`src/rtl/debounce_pkg.sv`:
```
// debounce_pkg: state encoding shared by single inputs and future multi-button banks
package debounce_pkg;
  typedef enum logic [1:0] {
    STABLE_LO = 2'd0,
    PEND_HI   = 2'd1,
    STABLE_HI = 2'd2,
    PEND_LO   = 2'd3
  } db_state_t;
endpackage

```
`src/rtl/sync_2ff.sv`:
```
// sync_2ff: two-flop synchroniser for an asynchronous single-bit input
module sync_2ff #(
  parameter logic RESET_VAL = 1'b0
) (
  input  logic Clk,
  input  logic Reset_n,
  input  logic d,
  output logic q
);
  logic [1:0] sync_q;
  always_ff @(posedge Clk or negedge Reset_n) begin
    if (!Reset_n) sync_q <= {2{RESET_VAL}};
    else          sync_q <= {sync_q[0], d};
  end
  assign q = sync_q[1];
endmodule

```
`src/rtl/input_debouncer.sv`:
```
// input_debouncer: synchronise, debounce and edge-detect one raw asynchronous input
module input_debouncer
  import debounce_pkg::*;
#(
  parameter int   STABLE_CYCLES = 4,
  parameter logic RESET_LEVEL   = 1'b0
) (
  input  logic Clk,
  input  logic Reset_n,
  input  logic D_raw,
  input  logic Sample_en,
  output logic Q,
  output logic Rise,
  output logic Fall,
  output logic Busy
);
  localparam int CNT_W = $clog2(STABLE_CYCLES + 1);
  localparam logic [CNT_W-1:0] LAST = CNT_W'(STABLE_CYCLES - 1);
  localparam db_state_t RST_STATE = RESET_LEVEL ? STABLE_HI : STABLE_LO;
  logic raw_s;
  db_state_t state_q, state_d;
  logic [CNT_W-1:0] cnt_q, cnt_d;
  logic q_q, q_d, rise_q, rise_d, fall_q, fall_d;
  sync_2ff #(.RESET_VAL(RESET_LEVEL)) u_sync (
    .Clk(Clk), .Reset_n(Reset_n), .d(D_raw), .q(raw_s)
  );
  // A level mismatch opens a pending window; a return to the old level inside it is bounce.
  always_comb begin
    state_d = state_q;
    cnt_d   = cnt_q;
    q_d     = q_q;
    rise_d  = 1'b0;
    fall_d  = 1'b0;
    case (state_q)
      STABLE_LO: if (raw_s) begin
        state_d = PEND_HI;
        cnt_d   = '0;
      end
      STABLE_HI: if (!raw_s) begin
        state_d = PEND_LO;
        cnt_d   = '0;
      end
      PEND_HI: if (!raw_s) begin
        state_d = STABLE_LO;
        cnt_d   = '0;
      end else if (Sample_en) begin
        if (cnt_q == LAST) begin
          state_d = STABLE_HI;
          q_d     = 1'b1;
          rise_d  = 1'b1;
          cnt_d   = '0;
        end else cnt_d = cnt_q + CNT_W'(1);
      end
      PEND_LO: if (raw_s) begin
        state_d = STABLE_HI;
        cnt_d   = '0;
      end else if (Sample_en) begin
        if (cnt_q == LAST) begin
          state_d = STABLE_LO;
          q_d     = 1'b0;
          fall_d  = 1'b1;
          cnt_d   = '0;
        end else cnt_d = cnt_q + CNT_W'(1);
      end
      default: state_d = RST_STATE;
    endcase
  end
  always_ff @(posedge Clk or negedge Reset_n) begin
    if (!Reset_n) begin
      state_q <= RST_STATE;
      cnt_q   <= '0;
      q_q     <= RESET_LEVEL;
      rise_q  <= 1'b0;
      fall_q  <= 1'b0;
    end else begin
      state_q <= state_d;
      cnt_q   <= cnt_d;
      q_q     <= q_d;
      rise_q  <= rise_d;
      fall_q  <= fall_d;
    end
  end
  assign Q    = q_q;
  assign Rise = rise_q;
  assign Fall = fall_q;
  assign Busy = (state_q == PEND_HI) || (state_q == PEND_LO);
endmodule
```
`config.mk`:
```
export PLATFORM = sky130hd
export DESIGN_NAME = input_debouncer
export DESIGN_NICKNAME = d
export VERILOG_FILES = /design/src/rtl/debounce_pkg.sv /design/src/rtl/sync_2ff.sv /design/src/rtl/input_debouncer.sv
export SDC_FILE = /design/constraint.sdc
export NUM_CORES = 1
export LEC_CHECK = 0
export ABC_AREA = 0
export CAP_MARGIN = 20
export CORE_AREA = 8 8 45 47
export DETAILED_ROUTE_END_ITERATION = 10
export DIE_AREA = 0 0 53 55
export PLACE_DENSITY = 0.58
export RECOVER_POWER = 100
export SLEW_MARGIN = 10
export SYNTH_ARGS = -nofsm -noshare
export SYNTH_HDL_FRONTEND = slang
export SYNTH_SLANG_ARGS = --single-unit
```
`constraint.sdc`:
```
create_clock -name Clk -period 1.4 [get_ports Clk]
set_input_delay 0.28 -clock Clk [delete_from_list [all_inputs] [get_ports Clk]]
set_output_delay 0.28 -clock Clk [all_outputs]
set_load 0.01 [all_outputs]
```
==> impl_metrics.json, run 1 <==
{
  "status": "completed",
  "period_share_pct": 88.7,
  "grt_pass1_vias": 330,
  "reg2reg_setup_slack_ns": 0.20,
  "p_leak_nw": 0.264,
  "viasPerCell": 4.64,
  "reg2reg_depth": 4,
  "grt_pass1_wl_um": 1280,
  "power_w": 0.000565,
  "layout_common_cells": "dfrtp_1, nand2_1",
  "worstHoldStart": "u_sync.sync_q[0]$_DFF_PN0_",
  "drc": 0,
  "hold_class": "register to register",
  "boundaryPins": 8,
  "tightest_slew_ns": 0.437,
  "cts_inserted_buffers": 3,
  "clkSlewWorstSetupHoldPaths_ns": 0.06,
  "dieArea_um2": 2920,
  "wl_per_cell_um": 10.9,
  "worstHoldPathCells": 0,
  "power.density_nw_per_um2": 1040,
  "cp.required_ns": 1.52,
  "syn_to_final_growth_pct": 28.4,
  "final_cells": 66,
  "synthesis.area_um2": 423,
  "cts_buffer_depth": 2,
  "h-tree-depth": 1,
  "synthDistinctLibCells": 18,
  "drive_gt1_share_pct": 10.0,
  "hold_path_end": "u_sync.sync_q[1]$_DFF_PN0_",
  "min_period_ns": 1.24,
  "drt-total-wl_um": 721,
  "cts-root-buf": "clkbuf_4",
  "dieHeight_um": 55,
  "grt_usage_pct": 5.90,
  "rr_startpoint": "cnt_q[0]$_DFFE_PN0P_",
  "maxCapViolCount": 0,
  "ir_worst_vdd_mv": 0.433,
  "syn_area_per_cell_um2": 10.8,
  "reg2reg_to": "Q$_DFFE_PN0P_",
  "initial_core_util_pct": 30.6,
  "nNetsFinal": 57,
  "port-buffer-count": 7,
  "vias": 306,
  "tritoncts": "built",
  "die-width_um": 53,
  "antenna_found_initial": 0,
  "grt.overflow.total": 0,
  "syn_nets": 44,
  "slew_headroom_pct": 70.7,
  "clock-sinks": 10,
  "fmax_mhz": 805,
  "setup.worst_path.end_class": "register",
  "yosysWarnings": 0,
  "finalSetupViolCount": 0,
  "syn_inst": 39,
  "coreArea_um2": 1380,
  "critPathKind": "input port to register",
  "hpwl_um": 576,
  "cp-start-kind": "input port",
  "worstPathArrival_ns": 1.36,
  "timing.final.hold_violations": 0,
  "drtAntennaViolNets": 0,
  "num_antenna_cells": 0,
  "fp-row-count": 14,
  "clock_latency_ns": 0.25,
  "gp_congestion": 0.683,
  "skew_ns": 0.00489,
  "seq_area_frac_synth_pct": 59.2,
  "grt_max_degree": 11,
  "rsz0062_at_grt": "no",
  "dpl.cell_count": 63,
  "first_iter_violations": 2,
  "slew_viol_final": 0,
  "final_common_cell": "dfrtp_1",
  "ys_seq_elements": 10,
  "cp_max_fo": 6,
  "drt_first_pass_iters": 2
}
[worst max-delay path by stage]
stage          slack, ns             to  cells after the start                  from
5_1_grt             0.09  Q$_DFFE_PN0P_                      4             Sample_en
3_5_place_dp       -0.01  Q$_DFFE_PN0P_                      4             Sample_en
4_1_cts             0.02           Fall                      1        Fall$_DFF_PN0_
3_3_place_gp        0.03  Q$_DFFE_PN0P_                      4             Sample_en
2_1_floorplan       0.29  Q$_DFFE_PN0P_                      4  cnt_q[0]$_DFFE_PN0P_
6_report            0.16  Q$_DFFE_PN0P_                      4             Sample_en
[critical path: stages]
cell and delay [ns]:
dlygate4sd3_1 0.62, nand4b_1 0.19, o21ai_0 0.19, a21oi_1 0.08
[power by group]
part	switching, W	internal [W]	total [W]
logic	0.0000364	0.0000356	0.0000720
registers	0.0000137	0.000304	0.000318
clock network	0.0000771	0.0000980	0.000175
total	0.000127	0.000438	0.000565
[cell type report]
type	instances	area, um2
fill	149	841
sequential	10	250
multi-input combinational	28	169
timing repair buffer	9	81.3
clock buffer	3	22.5
tap	16	20.0
[cells by family after synthesis]
kind of cell,Yosys count,share of synthesized area [%]
AO/OA/AOI/OAI,7,9.47
multiplexers,1,2.37
buffers and inverters,1,0.887
adder cells (fa/ha/maj),1,2.96
XOR/XNOR,2,4.14
flip-flops,10,59.2
AND/OR/NAND/NOR,17,21.0
[synthesized netlist by cell type]
| cell type | n | share of area, % |
|---|---|---|
| mux2i_1 | 1 | 2.4 |
| o21ai_0 | 1 | 1.2 |
| nor2b_1 | 2 | 3.0 |
| nor3b_1 | 1 | 1.8 |
| o21a_1 | 1 | 1.8 |
| nand4b_1 | 1 | 2.1 |
| nor2_1 | 3 | 2.7 |
| and3_1 | 1 | 1.5 |
| clkbuf_1 | 1 | 0.89 |
| dfrtp_1 | 10 | 59 |
| a21oi_1 | 3 | 3.5 |
| ha_1 | 1 | 3.0 |
| nand2b_1 | 1 | 1.5 |
| o22ai_1 | 2 | 3.0 |
| xor2_1 | 1 | 2.1 |
| nand2_1 | 7 | 6.2 |
| xnor2_1 | 1 | 2.1 |
| and4b_1 | 1 | 2.4 |
[layer usage]
| layer | routed length (um) | GRT usage, % | part of all wire, % |
|---|---|---|---|
| met1 | 373 | 7.02 | 52 |
| met2 | 302 | 8.59 | 42 |
| met3 | 45 | 2.41 | 6.2 |
| met4 | 0 | 3.88 | 0 |
| met5 | 0 | 0 | 0 |
[per-stage QoR]
stage | util, % | hold slack [ns] | area, um2 | worst slack, ns | TNS [ns]
global route | 39.2 | 0.355 | 543 | 0.0856 | 0
CTS | 39.2 | 0.338 | 543 | 0.0152 | 0
global placement | 37.9 | 0.338 | 524 | 0.0267 | 0
floorplan | - | -0.0156 | 423 | 0.292 | 0
detailed placement | 37.9 | 0.342 | 524 | -0.0145 | -0.0145
finish | 39.2 | 0.353 | 543 | 0.158 | 0
[flip-flops by register name (all words and copies together) (netlist names), named ones only]
| name | cells |
|---|---|
| Rise | 1 |
| u_sync.sync_q | 2 |
| Q | 1 |
| state_q | 1 |
| cnt_q | 3 |
| Fall | 1 |
[what timing repair did]
item	4_1_cts	5_1_grt
hold buffers	0	0
gates cloned	0	0
setup endpoints to repair	3	1
gates resized for setup	3	1
buffers inserted	0	0
Power figures use the tool's default switching activity.
==> run 2, diff against run 1 <==
--- a/config.mk
+++ b/config.mk
@@ -12,7 +12,6 @@
 export DIE_AREA = 0 0 53 55
 export PLACE_DENSITY = 0.58
 export RECOVER_POWER = 100
-export SLEW_MARGIN = 10
 export SYNTH_ARGS = -nofsm -noshare
 export SYNTH_HDL_FRONTEND = slang
 export SYNTH_SLANG_ARGS = --single-unit
==> results of run 2 <==
Same layout as run 1: the final DEF is identical, and so are final timing and power.
